File: src/rtl/mux_logic_unit_pipe.sv
// mux_logic_unit_pipe: two-stage bitwise logic unit built from per-bit 4:1 mux
// slices. The opcode resolves to a 4-bit truth table that feeds every slice,
// and the operand bits {y[i], x[i]} select one entry per bit.
// Valid/ready handshake on both sides; counts completed output handshakes.
module mux_logic_unit_pipe #(
    parameter int unsigned WIDTH = 8,
    parameter int unsigned CW    = 16
) (
    input  logic             clk,
    input  logic             reset_n,
    input  logic             in_valid,
    output logic             in_ready,
    input  logic [WIDTH-1:0] x,
    input  logic [WIDTH-1:0] y,
    input  logic [2:0]       op,
    input  logic             cfg_we,
    input  logic [3:0]       cfg_lut,
    output logic             out_valid,
    input  logic             out_ready,
    output logic [WIDTH-1:0] f,
    output logic             zero,
    output logic [CW-1:0]    op_count
);

    typedef enum logic [2:0] {
        OP_AND    = 3'd0,
        OP_NAND   = 3'd1,
        OP_OR     = 3'd2,
        OP_NOR    = 3'd3,
        OP_XOR    = 3'd4,
        OP_XNOR   = 3'd5,
        OP_NOTX   = 3'd6,
        OP_CUSTOM = 3'd7
    } op_e;

    // Stage 1 registers
    logic             s1_valid_q, s1_valid_d;
    logic [WIDTH-1:0] s1_x_q, s1_x_d;
    logic [WIDTH-1:0] s1_y_q, s1_y_d;
    logic [3:0]       s1_t_q, s1_t_d;

    // Stage 2 registers
    logic             out_valid_q, out_valid_d;
    logic [WIDTH-1:0] f_q, f_d;
    logic             zero_q, zero_d;

    // Custom truth table and handshake counter
    logic [3:0]       cfg_q, cfg_d;
    logic [CW-1:0]    count_q, count_d;

    // Handshake / advance terms
    logic             s2_free;
    logic             s1_adv;
    logic             accept;
    logic [3:0]       t_sel;
    logic [WIDTH-1:0] slice_out;

    // Pipeline advance rules; in_ready is independent of in_valid
    always_comb begin
        s2_free  = !out_valid_q || out_ready;
        s1_adv   = s1_valid_q && s2_free;
        in_ready = !s1_valid_q || s2_free;
        accept   = in_valid && in_ready;
    end

    // Opcode to truth-table resolution; CUSTOM reads the pre-edge register
    always_comb begin
        t_sel = 4'b0000;
        case (op_e'(op))
            OP_AND:    t_sel = 4'b1000;
            OP_NAND:   t_sel = 4'b0111;
            OP_OR:     t_sel = 4'b1110;
            OP_NOR:    t_sel = 4'b0001;
            OP_XOR:    t_sel = 4'b0110;
            OP_XNOR:   t_sel = 4'b1001;
            OP_NOTX:   t_sel = 4'b0101;
            OP_CUSTOM: t_sel = cfg_q;
            default:   t_sel = 4'b0000;
        endcase
    end

    // Per-bit 4:1 mux slices evaluated from the stage-1 contents
    always_comb begin
        slice_out = '0;
        for (int unsigned i = 0; i < WIDTH; i++) begin
            slice_out[i] = s1_t_q[{s1_y_q[i], s1_x_q[i]}];
        end
    end

    // Next-state for both stages, the custom table and the counter
    always_comb begin
        s1_valid_d  = s1_valid_q;
        s1_x_d      = s1_x_q;
        s1_y_d      = s1_y_q;
        s1_t_d      = s1_t_q;
        out_valid_d = out_valid_q;
        f_d         = f_q;
        zero_d      = zero_q;
        cfg_d       = cfg_q;
        count_d     = count_q;

        if (accept) begin
            s1_valid_d = 1'b1;
            s1_x_d     = x;
            s1_y_d     = y;
            s1_t_d     = t_sel;
        end else if (s1_adv) begin
            s1_valid_d = 1'b0;
        end

        if (s1_adv) begin
            out_valid_d = 1'b1;
            f_d         = slice_out;
            zero_d      = (slice_out == '0);
        end else if (out_ready) begin
            out_valid_d = 1'b0;
        end

        if (cfg_we) begin
            cfg_d = cfg_lut;
        end

        if (out_valid_q && out_ready) begin
            count_d = count_q + CW'(1);
        end
    end

    // State registers with asynchronous active-low reset
    always_ff @(posedge clk or negedge reset_n) begin
        if (!reset_n) begin
            s1_valid_q  <= 1'b0;
            s1_x_q      <= '0;
            s1_y_q      <= '0;
            s1_t_q      <= 4'b0000;
            out_valid_q <= 1'b0;
            f_q         <= '0;
            zero_q      <= 1'b1;
            cfg_q       <= 4'b0000;
            count_q     <= '0;
        end else begin
            s1_valid_q  <= s1_valid_d;
            s1_x_q      <= s1_x_d;
            s1_y_q      <= s1_y_d;
            s1_t_q      <= s1_t_d;
            out_valid_q <= out_valid_d;
            f_q         <= f_d;
            zero_q      <= zero_d;
            cfg_q       <= cfg_d;
            count_q     <= count_d;
        end
    end

    assign out_valid = out_valid_q;
    assign f         = f_q;
    assign zero      = zero_q;
    assign op_count  = count_q;

endmodule

File: config.mk
export PLATFORM = sky130hd
export DESIGN_NAME = mux_logic_unit_pipe
export DESIGN_NICKNAME = d
export VERILOG_FILES = /design/src/rtl/mux_logic_unit_pipe.sv
export SDC_FILE = /design/constraint.sdc
export NUM_CORES = 1
export LEC_CHECK = 0
export CORE_MARGIN = 8
export CORE_UTILIZATION = 44
export DETAILED_ROUTE_END_ITERATION = 8
export PLACE_DENSITY = 0.72
export SLEW_MARGIN = 20
export SYNTH_ARGS = -nofsm -noshare
export SYNTH_HDL_FRONTEND = slang
export SYNTH_SLANG_ARGS = --single-unit
File: constraint.sdc
create_clock -name clk -period 3.82 [get_ports clk]
set_input_delay 0.382 -clock clk [delete_from_list [all_inputs] [get_ports clk]]
set_output_delay 0.382 -clock clk [all_outputs]
set_load 0.01 [all_outputs]
==> results.md, run 1 <==
STA:
- Measured against its own limit, the worst slew margin works out to 44.1%.
- Setup violations remaining at the end of the flow were counted as 0.
- Across the routed clock network, the largest skew measured is 0.0107 ns.
- Static timing analysis puts the maximum clock frequency at 477 MHz.
- The final hold violation count came to 0.
- The final cycle utilization of the critical path is 54.8%.
- At the pin with the least slew margin, the transition time is 0.837 ns.
- After routing, the total negative slack on setup checks comes to 0 ns.
- Setup repair after global routing left no endpoint under its margin.
- The number of max-slew violations in the final report is 0.
- The setup slack of the critical path after layout is 1.73 ns.
- The final period demand of the worst path is 2.09 ns.

Logic synthesis:
- The post-synthesis register bit count is 51.
- The post-synth net total is 195.
- Of all cell types, the one taking the most synthesized area is dfrtp_1.
- In this run the biggest area consumer among cell types represents 54.2% of the synthesized area.
- The average instance in the mapped netlist occupies 13.9 um2.
- Synthesis handed over a netlist of 166 instances.
- The synthesized netlist occupies a cell area of 0.00231 mm2.
- By area the synthesized netlist is led by dfrtp_1 54%, mux2_2 15%, mux4_1 9.1%, xnor2_1 4.6%, nand2_1 2.4%.
- During synthesis, Yosys emitted a total of 0 warnings.
- The sequential fraction of the synthesis area is 55.4%.
- The synthesized netlist contains 30 unique library cells.

Floorplan:
- The die is 88.4 um tall.
- Pin placement for this block handled 55 I/O pins.
- The initial standard-cell utilization of the core is 45.5%.
- The floorplan step set the die width to 88.4 um.
- The row count is 26.
- The area of the die is 0.00782 mm2.
- The core area is 0.00507 mm2.

Clock tree:
- The buffer cell driving the clock tree root is clkbuf_8.
- The clock-pin slew reported for the worst setup and hold paths after clock tree synthesis is 0.08 ns.
- After clock tree synthesis, the setup repair step added 0 buffers.
- The insertion delay of the later-clocked pin in the worst-skew pair is 0.29 ns.
- The number of clock buffers added by TritonCTS is 5.
- The number of gates resized after CTS was 0.
- The clock net in this run drives a total of 51 sinks.
- The H-tree generated during clock tree synthesis spans 2 levels.
- The clock tree buffer depth is 2.
- The quantity of hold-fixing buffers added after cts is 0.
- TritonCTS built the clock tree.

Worst setup path:
- STA classifies the critical path startpoint as an input pin.
- The reg-to-reg setup timing slack is 2.00 ns.
- Of all nets on the critical path, the largest fanout is 7.
- The worst setup path is captured at an output pin.
- The required arrival time at the worst endpoint is 3.44 ns.
- The reg-to-reg critical path endpoint is s1_y_q[0].
- The most critical setup path has its startpoint at out_ready.
- The top cell family by delay on the critical path is buffers and inverters.
- The arrival time reported for the critical path endpoint is 1.71 ns.
- The signal on the critical path passes through clkdlybuf4s50_1, nand3b_1, clkdlybuf4s50_1.
- The critical path ends at in_ready.
- The critical path crosses 3 cells after its start point.
- The largest incremental delay on the critical path is 0.58 ns.
- The worst register-to-register path has a depth of 3.
- The cell with the most instances on the worst path is clkdlybuf4s50_1.
- The library cell contributing the largest single delay on the critical path is clkdlybuf4s50_1.
- The number of buffers and inverters on the critical path is 2.
- The launch point of the worst reg-to-reg path is out_valid.
- The critical path is of the in2out type.

Detailed routing:
- The total number of vias is 1,477.
- The wire length reported by the detailed router is 4460 um.
- The residual antenna-violating net count after detailed routing is 0.
- In the final routed layout, each cell accounts on average for 15.1 um.
- The starting DRC count in detailed routing is 41.
- For this run, design rule violations remaining after detail routing come to 0.
- Dividing the detail-routed via count by the number of cells gives 5.01.
- The number of search-and-repair iterations in the first detailed-routing pass is 4.

Final layout:
- The number of antenna diodes in the final layout is 0.
- In the final layout, the share of cells above drive strength 1 is 18.7%.
- The library cell used most frequently in the layout, excluding fill and tap cells, is clkdlybuf4s50_1.
- The area growth from synthesis to layout is 31.2%.
- The finished layout holds 295 standard cells, fillers aside.
- The share of the core filled with cells in the final layout is 59.6%.
- The number of nets in the layout is 253.
- The library cells used most frequently in the layout, excluding fill and tap cells, are 53 x clkdlybuf4s50_1, 50 x dfrtp_1, 30 x mux2_2.

Pwr:
- The clock group share of total power is 23.5%.
- The analysis attributes to cell leakage a power of 1.26 nW.
- The areal power density over the cells is 505 mW/mm2.
- Across the VDD grid, the largest voltage drop is 0.229 mV.
- Summed over all nets, the switching power comes to 0.413 mW.
- The internal power component is 1.12 mW.
- The switching portion of total power is 27.0%.
- Combinational logic burns 28.1% of the power.
- In this run, flip-flops and latches consume 48.4% of the power.

Global routing:
- The global-route usage over all layers is 12.2%.
- The global-route met2 utilization is 18.9%.
- The maximum number of pins on one net before global-route repair is 52.
- The global-route wire length before repair is 7360 um.
- The global route total overflow is 0.
- The routing usage on met3 is 3.53%.
- The number of global-route vias before repair is 1,491.
- The busiest metal layer after global routing is met2.
- The number of antenna violations at the first check in global routing is 0.
- The met1 usage in global routing is 15.8%.

Outcome:
- The flow ran to the end, and the final reports show no timing, DRC or antenna violations.

Placed design:
- During placement, the flow inserted port buffers numbering 54.
- The sum of net half-perimeters after detailed placement is 3300 um.
- The routability congestion estimate is 0.734.
- The number of placed instances, taps included, is 287.
- At the placement stage, the worst setup path has a slack of 1.48 ns.

Min path:
- The type of the worst min-delay path is in2async.

Run:
- The max-capacitance violation count is 0.
cell usage after synthesis:
| cell type | count |
|---|---|
| a211oi_1 | 1 |
| a21oi_1 | 1 |
| and2_1 | 1 |
| and3_1 | 3 |
| and4_1 | 1 |
| and4b_1 | 1 |
| buf_2 | 2 |
| clkbuf_1 | 2 |
| dfrtp_1 | 50 |
| dfstp_2 | 1 |
| ha_1 | 1 |
| mux2_2 | 30 |
| mux4_1 | 8 |
| nand2_1 | 15 |
| nand2b_1 | 4 |
| nand3_1 | 7 |
| nand3b_1 | 1 |
| nand4_1 | 5 |
| nor2_1 | 3 |
| nor2b_1 | 1 |
| nor3b_1 | 1 |
| nor4_1 | 2 |
| nor4_2 | 1 |
| o211ai_1 | 1 |
| o21ai_0 | 4 |
| o21ai_2 | 1 |
| o31ai_1 | 1 |
| or2_2 | 1 |
| xnor2_1 | 12 |
| xor2_1 | 4 |
metal layers:
layer  up-vias  wire, um  part of all wire (%)
met3         5       240                   5.4
met5         -         0                     0
met1       720      1980                    44
li1        723         -                     -
met2        29      2200                    49
met4         0        40                  0.90
area by class of cell:
type                            instances  area [um2]
Tap cell                               70        87.6
Timing Repair Buffer                   55         543
Multi-Input combinational cell        111        1010
Sequential cell                        51        1280
Fill cell                             426        2050
Clock inverter                          1        30.0
Clock buffer                            7        76.3
worst min-delay path by stage:
| stage | from | endpoint | slack [ns] | depth (start not counted) |
|---|---|---|---|---|
| 2_1_floorplan | reset_n | cfg_q[0] | 0.09 | 0 |
| 5_1_grt | reset_n | s1_x_q[0] | 0.23 | 2 |
| 3_5_place_dp | zero | zero | 0.46 | 2 |
| 3_3_place_gp | zero | zero | 0.46 | 2 |
| 6_report | reset_n | f[2] | 0.18 | 2 |
| 4_1_cts | reset_n | f[2] | 0.21 | 2 |
cell families (layout without fill, tap and decap cells):
group	after synthesis	after routing	synth area share [%]
flops	51	51	55.4
mux	38	38	23.8
compound gates	9	9	2.44
xor+xnor	16	16	6.07
buf+inv	4	63	0.759
simple gates	47	47	11.1
fa+ha+maj	1	1	0.542
through the flow:
step	area (um2)	hold WS, ns	total power, mW
final	3030	0.178	1.53
after global routing	3030	0.229	1.62
after CTS	3030	0.206	1.55
after detailed placement	2920	0.464	1.19
after global placement	2920	0.459	1.18
after floorplan	2310	0.0864	0.951
state kept, by name (all words and copies together) (netlist names):
signal and cells:
cfg_q 4, f 8, op_count 16, out_valid 1, s1_t_q 4, s1_valid_q 1, s1_x_q 8, s1_y_q 8
zero 1
power by group through the flow:
stage	combinational, mW	clock [mW]	sequential, mW
global placement	0.429	0	0.747
floorplan	0.190	0	0.761
finish	0.430	0.360	0.740
detailed placement	0.437	0	0.751
global route	0.465	0.395	0.758
CTS	0.439	0.369	0.741
Note: power is estimated with default switching activity, not from simulation.
==> run 2: changes to the inputs <==
PLACE_DENSITY = 0.75   (was 0.72)
clock period = 1.9 ns   (was 3.82 ns; I/O delays follow)
==> run 2 against run 1 <==
Core utilization is 0.71 points higher. Critical endpoint unchanged. Via count is 2.3% higher. Clock-buffer cell count is 1 higher. Design area is 1.2% higher. Worst hold slack better by 0.22 ns. Wire length is 0.67% lower. Combinational power is 100% higher.
==> results.md, run 2 (synthesized netlist as in run 1, its figures left out) <==
Outcome:
- Result of the run: completed (unchanged).

Worst setup path:
- The required arrival time at the worst endpoint is 1.71 ns (was 3.44 ns).
- Cell-by-cell trace of the critical path: clkdlybuf4s50_1, nand3b_1, clkdlybuf4s50_1 (unchanged).
- The number of cells on the critical path is 3 (unchanged).
- The number of buffers and inverters on the critical path was 2 (unchanged).
- The top cell family by delay on the critical path was buffers and inverters (unchanged).
- The arrival time reported for the critical path endpoint is 1.51 ns (was 1.71 ns).
- The worst setup path category is in2out (unchanged).
- The largest incremental delay on the critical path came to 0.58 ns (about the same).
- The cell with the most instances on the worst path is clkdlybuf4s50_1 (unchanged).
- The launch point of the worst reg-to-reg path is s1_t_q[2] (was out_valid).
- The kind of capture point of the worst setup path is an output pin (unchanged).
- The startpoint type of the worst setup path is an input pin (unchanged).
- The worst reg-to-reg path cell count was 4 (was 3).
- The largest fanout of any net on the critical path was 7 (unchanged).
- The library cell contributing the largest single delay on the critical path is clkdlybuf4s50_1 (unchanged).
- The source of the critical timing path is out_ready (unchanged).

Clock tree:
- The count of buffers added by post-CTS timing repair for setup is 0 (unchanged).
- The number of clock sinks came to 51 (unchanged).
- The maximum level of the CTS H-tree is 2 (unchanged).
- The quantity of hold-fixing buffers added after cts is 1 (was 0).
- The clock buffer count from CTS is 5 (unchanged).
- The clock-pin slew reported for the worst setup and hold paths after clock tree synthesis is 0.08 ns (about the same).
- The CTS tree is built (unchanged).
- The insertion delay of the later-clocked pin in the worst-skew pair is 0.30 ns (was 0.29 ns).
- The clock tree buffer depth is 2 (unchanged).
- The post-cts resize count was 0 (unchanged).
- The buffer cell driving the clock tree root is clkbuf_8 (unchanged).

Floorplan:
- The number of primary I/O pins is 55 (unchanged).
- The area of the die is 0.00782 mm2 (unchanged).
- The row count came to 26 (unchanged).
- The die height is 88.4 um (unchanged).
- The initial standard-cell utilization of the core is 45.5% (unchanged).
- The die span in x is 88.4 um (unchanged).
- The core area is 0.00507 mm2 (unchanged).

STA:
- The number of max-slew violations in the final report is 0 (unchanged).
- The final period demand of the worst path is 1.70 ns.
- The largest clock skew in the final design is 0.00409 ns (was 0.0107 ns).
- The final cycle utilization of the critical path is 89.5%.
- The final hold violation count was 0 (unchanged).
- RSZ-0062 raised after global routing: no (unchanged).
- The relative slew slack was 64.7% (was 44.1%).
- The actual transition at the worst max-transition pin is 0.530 ns (was 0.837 ns).
- The total negative slack is 0 ns (unchanged).
- For this run, the top clock speed supported by timing is 588 MHz.
- The final setup violation count is 0 (unchanged).

Global routing:
- The global-route usage over all layers is 12.4% (was 12.2%).
- The global route total overflow was 0 (unchanged).
- The number of antenna violations at the first check in global routing was 0 (unchanged).
- The global-route wire length before repair is 7520 um (was 7360 um).
- The number of global-route vias before repair is 1,611 (was 1,491).
- The maximum number of pins on one net before global-route repair is 30 (was 52).

Placed design:
- The routability congestion estimate is 0.802 (was 0.734).
- The number of buffer cells added on primary ports is 54 (unchanged).
- The sum of net half-perimeters after detailed placement came to 3360 um (was 3300 um).
- The post-detailed-placement cell area is 0.00295 mm2 (was 0.00292 mm2).
- The number of cells in the design after placement is 288 (was 287).

Detailed routing:
- The total number of vias is 1,511 (was 1,477).
- The residual antenna-violating net count after detailed routing was 0 (unchanged).
- The starting DRC count in detailed routing came to 65 (was 41).
- The number of remaining DRC errors came to 0 (unchanged).
- The number of search-and-repair iterations in the first detailed-routing pass is 3 (was 4).
- The wire length reported by the detailed router was 4430 um (was 4460 um).
- The post-detailed-route wirelength per cell is 14.9 um (was 15.1 um).
- The detail-routed via count per cell was 5.09 (was 5.01).

Final layout:
- The post-route cell area is 0.00306 mm2 (was 0.00303 mm2).
- The post-route non-filler standard cell count is 297 (was 295).
- The area growth from synthesis to layout is 32.8% (was 31.2%).
- The most common cell after layout, fill and taps aside is clkdlybuf4s50_1 (unchanged).
- The area of combinational cells with multiple inputs is 0.00101 mm2 (unchanged).
- Top library cells by usage in the layout, fill and taps aside: 53 x clkdlybuf4s50_1, 50 x dfrtp_1, 30 x mux2_2 (unchanged).
- The sequential cell area is 0.00128 mm2 (unchanged).
- The ratio of cells with drive above 1 in the final layout came to 19.4% (was 18.7%).
- The antenna diode count is 0 (unchanged).
- The number of nets in the layout is 255 (was 253).
- The number of fill cells is 417 (was 426).
- The flip-flop count of the largest register, all copies and words added is 16 (unchanged).

Pwr:
- The areal power density over the cells is 989 mW/mm2 (was 505 mW/mm2).
- The cell leakage power is 1.28 nW (was 1.26 nW).
- The maximum VDD drop is 0.436 mV (was 0.229 mV).

Run:
- The max-capacitance violation count is 0 (unchanged).

Min path:
- The type of the worst min-delay path is in2async (unchanged).
run 2: cell count changes in the layout (fill, tap and decap cells not counted):
cell           change
clkbuf_1           -1
dlygate4sd3_1      +1
clkbuf_8           +2
buf_4              -1
bufinv_16          -1
buf_12             +2
run 2: power breakdown:
| part | leakage, nW | total [mW] | switching, mW | internal (mW) |
|---|---|---|---|---|
| logic | 0.605 | 0.873 | 0.310 | 0.563 |
| registers | 0.624 | 1.49 | 0.194 | 1.30 |
| clock network | 0.0515 | 0.664 | 0.331 | 0.333 |
| total | 1.28 | 3.03 | 0.836 | 2.19 |
run 2: worst reg2reg max path, stage by stage, from the launching register on:
cell	delay (ns)
dfrtp_1	0.48
mux4_1	0.58
nor4_1	0.33
nand2_1	0.11
o21ai_2	0.12
run 2: final cells by class:
class / count / area share [%]
Clock buffer: 8 / 3.27
Multi-Input combinational cell: 111 / 33.0
Sequential cell: 51 / 41.7
Tap cell: 70 / 2.86
Timing Repair Buffer: 57 / 19.1
run 2: path summary, 6_finish.rpt:
path / to / slack (ns)
max: in_ready / 0.20
min in group clk: op_count[15] / 0.47
min reg2reg: op_count[15] / 0.47
max in group asynchronous: s1_x_q[3] / 0.97
max reg2reg: zero / 0.22
min: op_count[5] / 0.40
run 2: metal layers:
metal | vias up | GRT usage, % | share of wire (%) | routed length (um)
met5 | - | 0 | 0 | 0
met4 | 0 | 3.99 | 0.86 | 38
met3 | 4 | 5.11 | 6.4 | 284
met2 | 35 | 20.9 | 51 | 2260
met1 | 746 | 14.0 | 42 | 1840
li1 | 726 | - | - | -
run 2: stage by stage:
step / utilization [%] / hold WS, ns / worst slack [ns] / power [mW]
after floorplan: - / -0.106 / 0.374 / 1.91
after global placement: 58.2 / 0.206 / 0.115 / 2.38
after detailed placement: 58.2 / 0.201 / 0.104 / 2.41
after CTS: 60.4 / 0.418 / 0.194 / 3.07
after global routing: 60.4 / 0.451 / 0.123 / 3.22
final: 60.4 / 0.398 / 0.199 / 3.03
==> run 3: changes to the inputs <==
TNS_END_PERCENT = 1   (was not set)
==> results of run 3 <==
Same layout as run 2: the final DEF is identical, and so are final timing and power.
